[src/rtl/counter_ctrl_defs.sv]
// Shared definitions for the counter controller: FSM state encodings and the
// default counter/period width.
package counter_ctrl_defs;

  typedef enum logic [1:0] {
    IDLE = 2'b00,
    RUN  = 2'b01,
    DONE = 2'b10
  } state_t;

  localparam int DEFAULT_WIDTH = 4;

endpackage

[src/rtl/ctrl_counter.sv]
// Counter datapath for counter_ctrl: a synchronous clear that wins over the
// increment enable, with an asynchronous active-low clear-to-zero reset.
module ctrl_counter
  import counter_ctrl_defs::*;
#(
  parameter int WIDTH = DEFAULT_WIDTH
) (
  input  logic             clk,
  input  logic             reset,
  input  logic             clr,
  input  logic             en,
  output logic [WIDTH-1:0] count
);

  logic [WIDTH-1:0] count_q;
  logic [WIDTH-1:0] count_d;

  always_comb begin
    count_d = count_q;
    if (clr) begin
      count_d = '0;
    end else if (en) begin
      count_d = count_q + {{(WIDTH-1){1'b0}}, 1'b1};
    end
  end

  always_ff @(posedge clk or negedge reset) begin
    if (!reset) begin
      count_q <= '0;
    end else begin
      count_q <= count_d;
    end
  end

  assign count = count_q;

endmodule

[src/rtl/counter_ctrl.sv]
// One-shot / periodic terminal-count controller: three-state FSM, latched
// period and mode, and the terminal-count comparator around ctrl_counter.
module counter_ctrl
  import counter_ctrl_defs::*;
#(
  parameter int WIDTH = DEFAULT_WIDTH
) (
  input  logic             clk,
  input  logic             reset,
  input  logic             start,
  input  logic             halt,
  input  logic             mode,
  input  logic [WIDTH-1:0] period,
  output logic [WIDTH-1:0] count,
  output logic             busy,
  output logic             tc,
  output logic             done
);

  state_t           state_q;
  state_t           state_d;
  logic [WIDTH-1:0] period_q;
  logic [WIDTH-1:0] period_d;
  logic             mode_q;
  logic             mode_d;
  logic             cnt_clr;
  logic             cnt_en;
  logic             period_nonzero;

  ctrl_counter #(
    .WIDTH (WIDTH)
  ) u_counter (
    .clk   (clk),
    .reset (reset),
    .clr   (cnt_clr),
    .en    (cnt_en),
    .count (count)
  );

  assign period_nonzero = (period != '0);
  assign tc             = (state_q == RUN) && (count == period_q);
  assign busy           = (state_q == RUN);
  assign done           = (state_q == DONE);

  // Halt overrides everything; IDLE and DONE share the start-acceptance rule.
  always_comb begin
    state_d  = state_q;
    period_d = period_q;
    mode_d   = mode_q;
    cnt_clr  = 1'b0;
    cnt_en   = 1'b0;
    if (halt) begin
      state_d = IDLE;
      cnt_clr = 1'b1;
    end else begin
      unique case (state_q)
        RUN: begin
          if (tc) begin
            if (mode_q) begin
              cnt_clr = 1'b1;
            end else begin
              state_d = DONE;
            end
          end else begin
            cnt_en = (count < period_q);
          end
        end
        IDLE, DONE: begin
          if (start) begin
            cnt_clr = 1'b1;
            if (period_nonzero) begin
              state_d  = RUN;
              period_d = period;
              mode_d   = mode;
            end else begin
              state_d = IDLE;
            end
          end else if (state_q == IDLE) begin
            cnt_clr = 1'b1;
          end
        end
        default: begin
          state_d = IDLE;
          cnt_clr = 1'b1;
        end
      endcase
    end
  end

  always_ff @(posedge clk or negedge reset) begin
    if (!reset) begin
      state_q  <= IDLE;
      period_q <= '0;
      mode_q   <= 1'b0;
    end else begin
      state_q  <= state_d;
      period_q <= period_d;
      mode_q   <= mode_d;
    end
  end

endmodule
[config.mk]
export PLATFORM = sky130hd
export DESIGN_NAME = counter_ctrl
export DESIGN_NICKNAME = d
export VERILOG_FILES = /design/src/rtl/counter_ctrl_defs.sv /design/src/rtl/ctrl_counter.sv /design/src/rtl/counter_ctrl.sv
export SDC_FILE = /design/constraint.sdc
export NUM_CORES = 1
export LEC_CHECK = 0
export CORE_MARGIN = 5
export CORE_UTILIZATION = 45
export CTS_CLUSTER_SIZE = 16
export DETAILED_ROUTE_END_ITERATION = 12
export PLACE_DENSITY = 0.78
export SLEW_MARGIN = 20
export SYNTH_ARGS = -nofsm -noshare
export SYNTH_HDL_FRONTEND = slang
export SYNTH_SLANG_ARGS = --single-unit
[constraint.sdc]
create_clock -name clk -period 4.15 [get_ports clk]
set_clock_uncertainty 0.15 [all_clocks]
set_input_delay 1.0375 -clock clk [delete_from_list [all_inputs] [get_ports clk]]
set_output_delay 1.0375 -clock clk [all_outputs]
set_load 0.05 [all_outputs]
==> results of run 1 <==
## routing by layer
metal | track usage, % | vias to the layer above
li1 | - | 248
met4 | 8.29 | 0
met1 | 15.4 | 224
met3 | 2.14 | 2
met5 | 0 | -
met2 | 18.5 | 15
## cell type report
type	instances	area, um2	share of cell area [%]
timing repair buffer	15	150	17.5
tap	15	18.8	2.18
sequential	11	275	32.0
inverter	6	22.5	2.62
clock buffer	4	26.3	3.06
multi-input combinational	40	367	42.6
## registers in the layout (all words and copies together) (netlist names)
signal           cells
mode_q               1
period_q             4
state_q              2
u_counter.count      4
## critical path, stage by stage, from the launching register on
cell and delay, ns:
dfrtp_1 0.41, ha_1 0.36, and4_1 0.25, nand2_1 0.15, inv_1 0.08, clkdlybuf4s50_1 0.79
## per-stage QoR
stage          hold WS [ns]  instance area (um2)  total power [mW]  worst slack, ns
2_1_floorplan         0.314                  664             0.191             1.27
3_3_place_gp          0.329                  833             0.221             1.01
3_5_place_dp          0.332                  833             0.223            0.945
4_1_cts               0.349                  860             0.298            0.635
5_1_grt               0.386                  860             0.314            0.546
6_report              0.346                  860             0.295            0.655
## report_power, final
part / leakage [nW] / internal, mW / total, mW / switching (mW)
Sequential: 0.141 / 0.122 / 0.134 / 0.0117
Clock: 0.0150 / 0.0372 / 0.0753 / 0.0381
Combinational: 0.242 / 0.0372 / 0.0855 / 0.0483
## cells in the final DEF (no fill, tap or decap)
cell	synthesis	routed
a2111oi_4	1	1
a21oi_4	1	1
and3_1	2	2
and4_1	1	1
clkbuf_1	0	1
clkbuf_4	0	3
clkdlybuf4s50_1	0	15
clkinv_1	1	1
dfrtp_1	11	11
ha_1	5	5
inv_1	5	5
mux2_1	5	5
mux2_4	1	1
mux2i_1	3	3
nand2_1	1	1
nand2b_2	1	1
nand3_1	4	4
nand3_2	2	2
nand3b_1	1	1
nand4_1	2	2
nor2_1	2	2
nor2b_1	3	3
o211ai_1	1	1
o21ai_0	1	1
o31ai_1	1	1
or3b_4	1	1
or4_1	1	1
## worst max path at each step
stage,from,endpoint,slack (ns),cells past startpoint
2_1_floorplan,u_counter.count[0],tc,1.27,5
3_3_place_gp,u_counter.count[3],tc,1.01,5
3_5_place_dp,u_counter.count[3],tc,0.94,5
4_1_cts,u_counter.count[3],tc,0.64,5
5_1_grt,u_counter.count[3],tc,0.55,5
6_report,u_counter.count[3],tc,0.66,5
## cells by family (layout without fill, tap and decap cells)
| family | after synthesis | count (layout) | share of synthesized area [%] |
|---|---|---|---|
| AOI/OAI and AO/OA | 5 | 5 | 9.61 |
| adders and majority gates | 5 | 5 | 9.42 |
| buffers and inverters | 6 | 25 | 3.39 |
| DFF | 11 | 11 | 41.4 |
| muxes | 9 | 9 | 15.3 |
| and+or+nand+nor | 21 | 21 | 20.9 |
==> qor.yml, run 1 <==
timing:
  max-slew-margin-rel_pct: 66.1
  setup_tns_ns: 0
  drv_slew: 0
  post-route-period-util_pct: 84.2
  max_freq_ghz: 0.286
  rsz0062_at_grt: "no"
  finalHoldViolCount: 0
  fin_crit_ns: 3.49
  tightest_slew_ns: 0.507
  setup_viol: 0
logic_synthesis:
  synth_top_area_cell: "dfrtp_1"
  synth_warnings: 0
  ys_seq_elements: 11
  ys_seq_area_share_pct: 41.4
  synth_commonest_cells: "dfrtp_1, ha_1, inv_1, mux2_1, nand3_1"
  synth.cell_area_um2: 664
  synth_area_leaders: "dfrtp_1, ha_1, mux2_1"
  synth.distinct_cells: 24
  syn_area_per_cell_um2: 11.7
  async_reset_ff_share_pct: 100
  synth_edf_count: 0
  yosysTopAreaCellShare_pct: 41.4
  synth_fp_nets: 71
  syn_inst: 57
  ys.flop_type: "dfrtp_1"
  synth.most_common_cell: "dfrtp_1"
pwr:
  ir_drop_mv: 0.197
  power_density_nw_per_um2: 343
  total_leakage_power_nw: 0.398
floorplan:
  io_pins: 16
  die_x_um: 48.4
  dieArea_um2: 2340
  coreArea_um2: 1350
  rows: 13
  start_util_pct: 49.2
  die_h_um: 48.4
grt:
  grt_pass1_wl_mm: 2.32
  grt_pass1_vias: 526
  grt_max_degree: 12
  antenna_found_initial: 0
  gr-usage-all-layers_pct: 12.1
  globalRoute.totalOverflow: 0
route:
  viasPerCell: 5.37
  drt_pass1_iterations: 4
  antenna_left: 0
  vias: 489
  met2WireLength_um: 649
  dr_wl_met3_um: 62
  drc: 0
  met1_length_um: 596
  wirelength_mm: 1.33
  initialDrtViolationCount: 3
  top_layer: "met4"
  drt-wirelength-per-cell_um: 14.6
clocking:
  cts_resized: 0
  cts_buffers: 3
  clock_sinks: 11
  cts_setup_buffers: 0
  clock-root-buffer: "clkbuf_4"
  hold_buffers: 0
  clock_path_buffers: 2
  cts_tree: "built"
  clk_pin_slew_ns: 0.07
  clock_latency_ns: 0.27
  htree_levels: 1
finish:
  diodes: 0
  post-route-util_pct: 63.7
  nets: 91
  finalNonFillerCells: 91
  drive_above_1_share_pct: 13.2
  areaGrowthSynthToFinish_pct: 29.4
  fillCellCount: 104
setup_path:
  ff2ff_setup_slack_ns: 2.18
  rr_startpoint: "u_counter.count[3]"
  cp-end-kind: "output pin"
  cp-start-kind: "flop"
  rr_endpoint: "u_counter.count[1]"
  reg2regPathDepth: 4
  cp.arrival_ns: 2.31
  critical_path_required_ns: 2.96
  cp_max_fo: 6
  crit_type: "flop to output pin"
job:
  drv_cap: 0
min_path:
  hold_depth: 1
  worstHoldStart: "period_q[3]"
  hold_end: "period_q[3]"
  min_path_type: "flop to flop"
placed_design:
  hpwl_mm: 1.08
  dpl.cell_count: 87
  io_buffer_count: 15
  gp_congestion: 0.901
run_status:
  status: "finished clean"
Power figures use the tool's default switching activity.
==> run 2: changes to the inputs <==
--- a/config.mk
+++ b/config.mk
@@ -6,10 +6,10 @@
 export NUM_CORES = 1
 export LEC_CHECK = 0
 export CORE_MARGIN = 5
-export CORE_UTILIZATION = 45
+export CORE_UTILIZATION = 42
 export CTS_CLUSTER_SIZE = 16
 export DETAILED_ROUTE_END_ITERATION = 12
-export PLACE_DENSITY = 0.78
+export PLACE_DENSITY = 0.76
 export SLEW_MARGIN = 20
 export SYNTH_ARGS = -nofsm -noshare
 export SYNTH_HDL_FRONTEND = slang
==> constraint.sdc (replaced) <==
create_clock -name clk -period 3.2 [get_ports clk]
set_clock_uncertainty 0.15 [all_clocks]
set_input_delay 0.8 -clock clk [delete_from_list [all_inputs] [get_ports clk]]
set_output_delay 0.8 -clock clk [all_outputs]
set_load 0.05 [all_outputs]
==> qor.yml, run 2 (synthesis results as in run 1) <==
grt:
  gr-usage-all-layers_pct: 11.8  # -0.35 points
  grt_max_degree: 12  # unchanged
  grt_pass1_wl_mm: 2.19  # -5.7%
  globalRoute.totalOverflow: 0  # unchanged
  antenna_found_initial: 0  # unchanged
  grt_pass1_vias: 498  # -5.3%
clocking:
  hold_buffers: 0  # unchanged
  clock_path_buffers: 2  # unchanged
  clk_pin_slew_ns: 0.08  # about the same
  cts_buffers: 3  # unchanged
  cts_tree: "built"
  cts_setup_buffers: 0  # unchanged
  clock_sinks: 11  # unchanged
  htree_levels: 1  # unchanged
  clock_latency_ns: 0.28  # about the same
  cts_resized: 0  # unchanged
  clock-root-buffer: "clkbuf_4"
route:
  initialDrtViolationCount: 6  # +3
  drc: 0  # unchanged
  drt_pass1_iterations: 4  # unchanged
  antenna_left: 0  # unchanged
  viasPerCell: 5.48  # +1.9%
  vias: 504  # +3.1%
  wirelength_mm: 1.27  # -4.1%
  drt-wirelength-per-cell_um: 13.8  # -5.1%
timing:
  setup_tns_ns: 0  # unchanged
  fin_crit_ns: 2.74
  max_freq_ghz: 0.365
  finalHoldViolCount: 0  # unchanged
  setup_viol: 0  # unchanged
  max-slew-margin-rel_pct: 65.8  # -0.35 points
  setup_ws_ns: 0.458  # -0.197 ns
  rsz0062_at_grt: "no"
  tightest_slew_ns: 0.512  # +0.00525 ns
  post-route-period-util_pct: 85.7
  drv_slew: 0  # unchanged
pwr:
  combPwrFrac_pct: 28.8  # -0.2 points
  ir_drop_mv: 0.311  # +58%
  power_density_nw_per_um2: 444  # +30%
  p_clk_share_pct: 25.7  # +0.2 points
  seq_power_share_pct: 45.6  # about the same
  switching_power_mw: 0.126  # +28%
  power_mw: 0.381  # +29%
  p_int_mw: 0.255  # +30%
  netSwitchingFraction_pct: 33.0  # -0.23 points
  total_leakage_power_nw: 0.400  # +0.51%
placed_design:
  hpwl_mm: 1.03  # -4.2%
  gp_congestion: 0.718  # -20%
  dp_slack_ns: 0.651  # -0.294 ns
  io_buffer_count: 15  # unchanged
floorplan:
  die_h_um: 49.8  # +2.8%
  rows: 14  # +1
  io_pins: 16  # unchanged
  start_util_pct: 44.1  # -5.1 points
  coreArea_um2: 1510  # +12%
  dieArea_um2: 2480  # +5.6%
  die_x_um: 49.8  # +2.8%
setup_path:
  crit_type: "flop to output pin"
  cp_max_fo: 4  # -2
  cp-start-kind: "flop"
  cp.arrival_ns: 1.79  # -0.52 ns
  critical_path_required_ns: 2.25  # -0.71 ns
  cp-end-kind: "output pin"
finish:
  multi_input_area_um2: 367  # unchanged
  post-route-util_pct: 57.0  # -6.7 points
  fillCellCount: 134  # +29%
  final_common_cell: "clkdlybuf4s50_1"
  drive_above_1_share_pct: 14.5  # +1.3 points
  layout_common_cells: "clkdlybuf4s50_1, dfrtp_1, inv_1, mux2_1, ha_1"
  nets: 91  # unchanged
  diodes: 0  # unchanged
  areaGrowthSynthToFinish_pct: 29.2
  regArea_um2: 275  # unchanged
min_path:
  min_path_type: "flop to flop"
job:
  drv_cap: 0  # unchanged
run_status:
  status: "finished clean"
run 2: final timing paths:
kind | from | to | slack, ns | cells after the start
setup / recovery | state_q[1] | busy | 0.46 | 3
max in group asynchronous | reset | period_q[1] | 1.84 | 1
min in group asynchronous | reset | u_counter.count[2] | 0.71 | 1
hold reg to reg | period_q[3] | period_q[3] | 0.35 | 1
hold / removal | period_q[3] | period_q[3] | 0.35 | 1
setup reg to reg | u_counter.count[3] | u_counter.count[1] | 1.26 | 4
run 2: routing by layer:
layer / share of wire [%] / up-vias / wire, um / track usage [%]
met4: 1.3 / 0 / 16 / 5.24
met3: 8.6 / 2 / 109 / 4.52
met2: 46 / 16 / 583 / 18.0
met1: 44 / 235 / 564 / 14.6
li1: - / 251 / - / -
met5: 0 / - / 0 / 0
run 2: layout make-up:
class / count / area share, %
clock buffer: 4 / 3.06
inverter: 6 / 2.62
multi-input combinational: 40 / 42.7
sequential: 11 / 32.1
tap: 16 / 2.33
timing repair buffer: 15 / 17.2
run 2: power groups by stage:
stage	logic, mW	registers [mW]	clock network [mW]
final	0.110	0.174	0.0979
after global routing	0.121	0.177	0.109
after CTS	0.112	0.174	0.0991
after detailed placement	0.111	0.177	0
after global placement	0.108	0.176	0
after floorplan	0.0677	0.180	0
run 2: through the flow:
step | instances | hold slack (ns) | instance area (um2)
after floorplan | 57 | 0.314 | 664
after global placement | 88 | 0.329 | 832
after detailed placement | 88 | 0.332 | 832
after CTS | 92 | 0.349 | 858
after global routing | 92 | 0.380 | 858
final | 92 | 0.347 | 858
run 2: critical path: stages (launching register included):
cell and delay [ns]:
dfrtp_1 0.38, nand2b_2 0.25, clkinv_1 0.10, clkdlybuf4s50_1 0.80
